<file path="src/rtl/simon_arbiter.sv">
// Two-requester round-robin front end for a fixed-latency simon_pipeline.
// Credits bound each requester's in-flight jobs plus queued results to its result FIFO depth.
module simon_arbiter #(
    parameter int unsigned LATENCY    = 32,
    parameter int unsigned FIFO_DEPTH = 4
) (
    input  logic        clk,
    input  logic        rst,
    input  logic        req0_valid,
    output logic        req0_ready,
    input  logic [31:0] req0_plaintext,
    input  logic [63:0] req0_keytext,
    input  logic        req1_valid,
    output logic        req1_ready,
    input  logic [31:0] req1_plaintext,
    input  logic [63:0] req1_keytext,
    output logic        rsp0_valid,
    input  logic        rsp0_ready,
    output logic [31:0] rsp0_ciphertext,
    output logic        rsp1_valid,
    input  logic        rsp1_ready,
    output logic [31:0] rsp1_ciphertext,
    output logic        pipe_start,
    output logic [31:0] pipe_plaintext,
    output logic [63:0] pipe_keytext,
    input  logic [31:0] pipe_ciphertext,
    output logic        busy
);

    localparam int unsigned CW = $clog2(FIFO_DEPTH + 1) + 1;
    localparam int unsigned PW = (FIFO_DEPTH > 1) ? $clog2(FIFO_DEPTH) : 1;

    logic [1:0] valid, ready, xfer, elig, push, pop, rsp_rdy;

    logic [CW-1:0]      inflight_q [2];
    logic [CW-1:0]      count_q    [2];
    logic [PW-1:0]      rptr_q     [2];
    logic [PW-1:0]      wptr_q     [2];
    logic [31:0]        mem_q      [2][FIFO_DEPTH];
    logic               prio_q;
    logic               start_q;
    logic               start_id_q;
    logic [31:0]        pt_q;
    logic [63:0]        key_q;
    logic [LATENCY-1:0] tag_v_q;
    logic [LATENCY-1:0] tag_id_q;

    function automatic logic [PW-1:0] ptr_inc(input logic [PW-1:0] p);
        return (p == PW'(FIFO_DEPTH - 1)) ? '0 : p + PW'(1);
    endfunction

    assign valid   = {req1_valid, req0_valid};
    assign rsp_rdy = {rsp1_ready, rsp0_ready};

    always_comb begin
        for (int n = 0; n < 2; n++) begin
            elig[n] = (inflight_q[n] + count_q[n]) < CW'(FIFO_DEPTH);
            pop[n]  = (count_q[n] != '0) && rsp_rdy[n];
        end
        // The pointer only takes a grant away when the other side could actually use it.
        ready[0] = !rst && elig[0] && !(valid[1] && elig[1] && prio_q);
        ready[1] = !rst && elig[1] && !(valid[0] && elig[0] && !prio_q);
        xfer     = valid & ready;
        push[0]  = tag_v_q[LATENCY-1] && !tag_id_q[LATENCY-1];
        push[1]  = tag_v_q[LATENCY-1] && tag_id_q[LATENCY-1];
    end

    always_ff @(posedge clk) begin
        if (rst) begin
            prio_q     <= 1'b0;
            start_q    <= 1'b0;
            start_id_q <= 1'b0;
            pt_q       <= '0;
            key_q      <= '0;
            tag_v_q    <= '0;
            tag_id_q   <= '0;
            for (int n = 0; n < 2; n++) begin
                inflight_q[n] <= '0;
                count_q[n]    <= '0;
                rptr_q[n]     <= '0;
                wptr_q[n]     <= '0;
                for (int unsigned i = 0; i < FIFO_DEPTH; i++) begin
                    mem_q[n][i] <= '0;
                end
            end
        end else begin
            if (valid[0] && elig[0] && valid[1] && elig[1]) begin
                prio_q <= !prio_q;
            end
            start_q <= |xfer;
            if (|xfer) begin
                start_id_q <= xfer[1];
                pt_q       <= xfer[1] ? req1_plaintext : req0_plaintext;
                key_q      <= xfer[1] ? req1_keytext : req0_keytext;
            end
            // Tag stage LATENCY-1 lines up with the cycle the pipeline result is valid.
            tag_v_q[0]  <= start_q;
            tag_id_q[0] <= start_id_q;
            for (int unsigned i = 1; i < LATENCY; i++) begin
                tag_v_q[i]  <= tag_v_q[i-1];
                tag_id_q[i] <= tag_id_q[i-1];
            end
            for (int n = 0; n < 2; n++) begin
                inflight_q[n] <= inflight_q[n] + CW'(xfer[n]) - CW'(push[n]);
                count_q[n]    <= count_q[n] + CW'(push[n]) - CW'(pop[n]);
                if (push[n]) begin
                    mem_q[n][wptr_q[n]] <= pipe_ciphertext;
                    wptr_q[n]           <= ptr_inc(wptr_q[n]);
                end
                if (pop[n]) begin
                    rptr_q[n] <= ptr_inc(rptr_q[n]);
                end
            end
        end
    end

    assign req0_ready      = ready[0];
    assign req1_ready      = ready[1];
    assign rsp0_valid      = !rst && (count_q[0] != '0);
    assign rsp1_valid      = !rst && (count_q[1] != '0);
    assign rsp0_ciphertext = rst ? '0 : mem_q[0][rptr_q[0]];
    assign rsp1_ciphertext = rst ? '0 : mem_q[1][rptr_q[1]];
    assign pipe_start      = !rst && start_q;
    assign pipe_plaintext  = rst ? '0 : pt_q;
    assign pipe_keytext    = rst ? '0 : key_q;
    assign busy            = !rst && ((inflight_q[0] != '0) || (inflight_q[1] != '0) ||
                                      (count_q[0] != '0) || (count_q[1] != '0));

endmodule

</file>
<file path="config.mk">
export PLATFORM = sky130hd
export DESIGN_NAME = simon_arbiter
export DESIGN_NICKNAME = d
export VERILOG_FILES = /design/src/rtl/simon_arbiter.sv
export SDC_FILE = /design/constraint.sdc
export NUM_CORES = 1
export LEC_CHECK = 0
export ABC_AREA = 0
export ABC_CLOCK_PERIOD_IN_PS = 3550
export CAP_MARGIN = 30
export CELL_PAD_IN_SITES_DETAIL_PLACEMENT = 0
export CELL_PAD_IN_SITES_GLOBAL_PLACEMENT = 2
export CORE_MARGIN = 1.5
export CORE_UTILIZATION = 36
export CTS_BUF_LIST = sky130_fd_sc_hd__clkbuf_4 sky130_fd_sc_hd__clkbuf_8
export CTS_CLUSTER_SIZE = 16
export DETAILED_ROUTE_END_ITERATION = 7
export GPL_TIMING_DRIVEN = 0
export PLACE_DENSITY = 0.85
export SLEW_MARGIN = 15
export SYNTH_ARGS = -nofsm -noshare
export SYNTH_HDL_FRONTEND = slang
export SYNTH_SLANG_ARGS = --single-unit
</file>
<file path="constraint.sdc">
create_clock -name clk -period 3.55 [get_ports clk]
set_input_delay 0.71 -clock clk [delete_from_list [all_inputs] [get_ports clk]]
set_output_delay 0.71 -clock clk [all_outputs]
set_load 0.005 [all_outputs]
</file>
==> flow_summary.json <==
{
  "port_buffers": 394,
  "die_area_um2": 56000,
  "ir_drop_mv": 0.297,
  "ys_ff_latch": 443,
  "worstMarginPinSlew_ps": 683,
  "initial_core_util": 0.365,
  "critPathCaptureType": "output port",
  "dp_cells": 2573,
  "ff2ff_setup_slack_ps": 380,
  "clkSinkCount": 443,
  "dr_total_vias": 13900,
  "rr_endpoint": "inflight_q[0][6]$_SDFF_PP0_",
  "place.gp.congestion": 0.877,
  "yosysTopAreaCellShare": 0.404,
  "final_cells": 2716,
  "antenna_found_initial": 9,
  "postRouteAntennaNets": 0,
  "clk_pin_slew_ps": 60,
  "syn_inst": 1475,
  "skew_ps": 33.1,
  "critPathRequiredTime_ps": 2840,
  "hold_path_class": "reg -> reg",
  "grt_pass1_vias": 14900,
  "fin_crit_ps": 3430,
  "crit_path_max_incr_delay_ps": 630,
  "drtIter0Drc": 708,
  "crit_chain": "buf_2, mux4_2, and2_1, clkdlybuf4s50_1",
  "timing.rr.start": "inflight_q[0][1]$_SDFF_PP0_",
  "cp_slowest_cell": "edfxtp_1",
  "rsz0062_at_grt": "no",
  "syn_area_um2": 19600,
  "core_area_um2": 53800,
  "synth_ff_type": "edfxtp_1",
  "fp.dieH_um": 237,
  "clk_path_buf_depth": 3,
  "status": "finished, final reports clean",
  "design_area_um2": 26300,
  "via_per_inst": 5.12,
  "ys_seq_area_frac": 0.586,
  "powerDensity_nw_per_um2": 628,
  "drc_errors": 0,
  "drive_gt1_frac": 0.125,
  "async_flop_share": 0,
  "cap_violations": 0,
  "synth.area.top_cells": "edfxtp_1 40%, dfxtp_1 18%, and3_1 8.3%",
  "synth_edf_count": 264,
  "hold_viol_final": 0,
  "power.leakage_nw": 10.5,
  "path_max_fanout": 10,
  "drv_slew": 0,
  "grt_pass1_wl_um": 90900,
  "grt_usage": 0.218,
  "finalPower_mw": 16.6,
  "routedWlPerCell_um": 22.6,
  "worst-r2r-cell-count": 12,
  "finalSetupViolCount": 0,
  "yosysUniqueCellTypes": 43,
  "avgSynthCellArea_um2": 13.3,
  "post-route-period-util": 0.967,
  "firstDrtPassIters": 5,
  "ios": 396,
  "critPathLaunch": "rptr_q[0][1]$_SDFFCE_PP0P_",
  "grt_remaining_overflow": 0,
  "htreeDepth": 3,
  "ys_warn_count": 0,
  "dp_hpwl_um": 44400,
  "crit_arrival_ps": 2720,
  "rows": 85,
  "synth_nets": 1743,
  "grt_start_max_net_pins": 20,
  "critPathCapture": "rsp0_ciphertext[28]",
  "root_buffer": "clkbuf_8",
  "clk_latency_ps": 650,
  "slew_headroom": 0.545,
  "synthToLayoutAreaGrowth_pct": 34.2,
  "path_class": "reg -> out",
  "nNetsFinal": 2225,
  "place_area_um2": 24700,
  "cts_tree": "done",
  "fp.dieW_um": 237,
  "fmax_mhz": 291,
  "routed_wl_um": 61300,
  "synth_area_leader_cell": "edfxtp_1",
  "numCtsBuffers": 78,
  "startpoint_type": "flop"
}
[sequential cells by signal (all words and copies together), names as in the netlist]
signal,flops
start_q,1
wptr_q,4
count_q,8
mem_q,256
key_q,64
tag_id_q,32
pt_q,32
tag_v_q,32
rptr_q,4
inflight_q,8
prio_q,1
start_id_q,1
[routing by layer]
layer | track usage | part of all wire | wire length [µm]
met4 | 0.106 | 0.038 | 2330
met2 | 0.374 | 0.50 | 30800
met3 | 0.0683 | 0.080 | 4920
met1 | 0.246 | 0.38 | 23200
met5 | 0 | 0.0012 | 74
[critical path: cells and delay by family, from the launching register on]
family	cells	cell delay (ps)
muxes	1	360
and+or+nand+nor	1	230
DFF	1	630
buffers and inverters	2	840
[worst min path at each step]
| stage | startpoint | end | slack (ps) | depth (start not counted) |
|---|---|---|---|---|
| 5_1_grt | tag_v_q[21]$_SDFF_PP0_ | tag_v_q[22]$_SDFF_PP0_ | 450 | 1 |
| 3_5_place_dp | tag_id_q[16]$_SDFF_PP0_ | tag_id_q[17]$_SDFF_PP0_ | 430 | 1 |
| 6_report | tag_v_q[21]$_SDFF_PP0_ | tag_v_q[22]$_SDFF_PP0_ | 430 | 1 |
| 4_1_cts | tag_v_q[9]$_SDFF_PP0_ | tag_v_q[10]$_SDFF_PP0_ | 440 | 1 |
| 2_1_floorplan | start_id_q$_SDFFE_PP0P_ | tag_id_q[0]$_SDFF_PP0_ | 400 | 2 |
| 3_3_place_gp | tag_v_q[4]$_SDFF_PP0_ | tag_v_q[5]$_SDFF_PP0_ | 420 | 1 |
[cells in the final DEF, fill, tap and decap left out, drive strengths merged, types with 41 or more instances in the layout]
cell type / synthesis / final
clkdlybuf4s50: 0 / 392
dfxtp: 179 / 179
inv: 37 / 41
nor2b: 164 / 164
o2bb2ai: 96 / 96
mux2i: 96 / 96
and2: 64 / 64
edfxtp: 264 / 264
clkbuf: 96 / 204
mux4: 64 / 64
and3: 260 / 260
[cells by family after synthesis]
family / count (synthesis) / synth area share
adders and majority gates: 38 / 0.0257
muxes: 160 / 0.122
AOI/OAI and AO/OA: 128 / 0.0540
and+or+nand+nor: 530 / 0.167
buffers and inverters: 164 / 0.0375
xor gates and xnor gates: 12 / 0.00688
DFF: 443 / 0.586
[report_power, final]
| part | internal [mW] | total (mW) | leakage [nW] | switching (mW) |
|---|---|---|---|---|
| clock | 2.69 | 4.85 | 0.842 | 2.16 |
| sequential | 6.13 | 6.49 | 4.08 | 0.358 |
| combinational | 2.87 | 5.21 | 5.53 | 2.35 |
[cell usage after synthesis (3+ instances only)]
library cell / number
edfxtp_1: 264
and3_1: 260
dfxtp_1: 179
nor2b_1: 164
clkbuf_1: 96
mux2i_1: 96
o2bb2ai_1: 96
and2_1: 64
mux4_2: 64
inv_1: 37
ha_1: 34
nor2_1: 19
buf_2: 14
a21o_1: 12
a21oi_1: 7
buf_4: 7
nand2_1: 6
xor2_1: 6
buf_1: 4
buf_12: 4
fa_1: 4
xnor2_1: 4
nand2b_1: 3
o21ai_0: 3
[final cells by class]
class	instances	area [µm²]
flip-flops and latches	443	11500
diodes	4	10.0
well taps	696	871
fillers	4893	27500
multi-input cells	868	7410
inverters	38	148
repair buffers	402	4170
clock buffers	109	1350
clock inverters	30	236
plain buffers	126	648
[through the flow]
step / hold WS [ps] / setup TNS, ps / util / setup WS [ps]
3_3_place_gp: 418 / -100280 / 0.454 / -385
6_report: 433 / 0 / 0.490 / 118
4_1_cts: 438 / 0 / 0.489 / 12.6
5_1_grt: 453 / 0 / 0.490 / 12.5
2_1_floorplan: 404 / 0 / - / 830
3_5_place_dp: 425 / -15830 / 0.459 / -373
[repair_timing]
item	CTS	global route
endpoints found under the setup margin	132	32
buffers inserted	0	0
resized for setup	27	6
hold endpoints to repair	0	0
hold buffers	0	0
No activity file was read; power rests on OpenSTA's default activity.
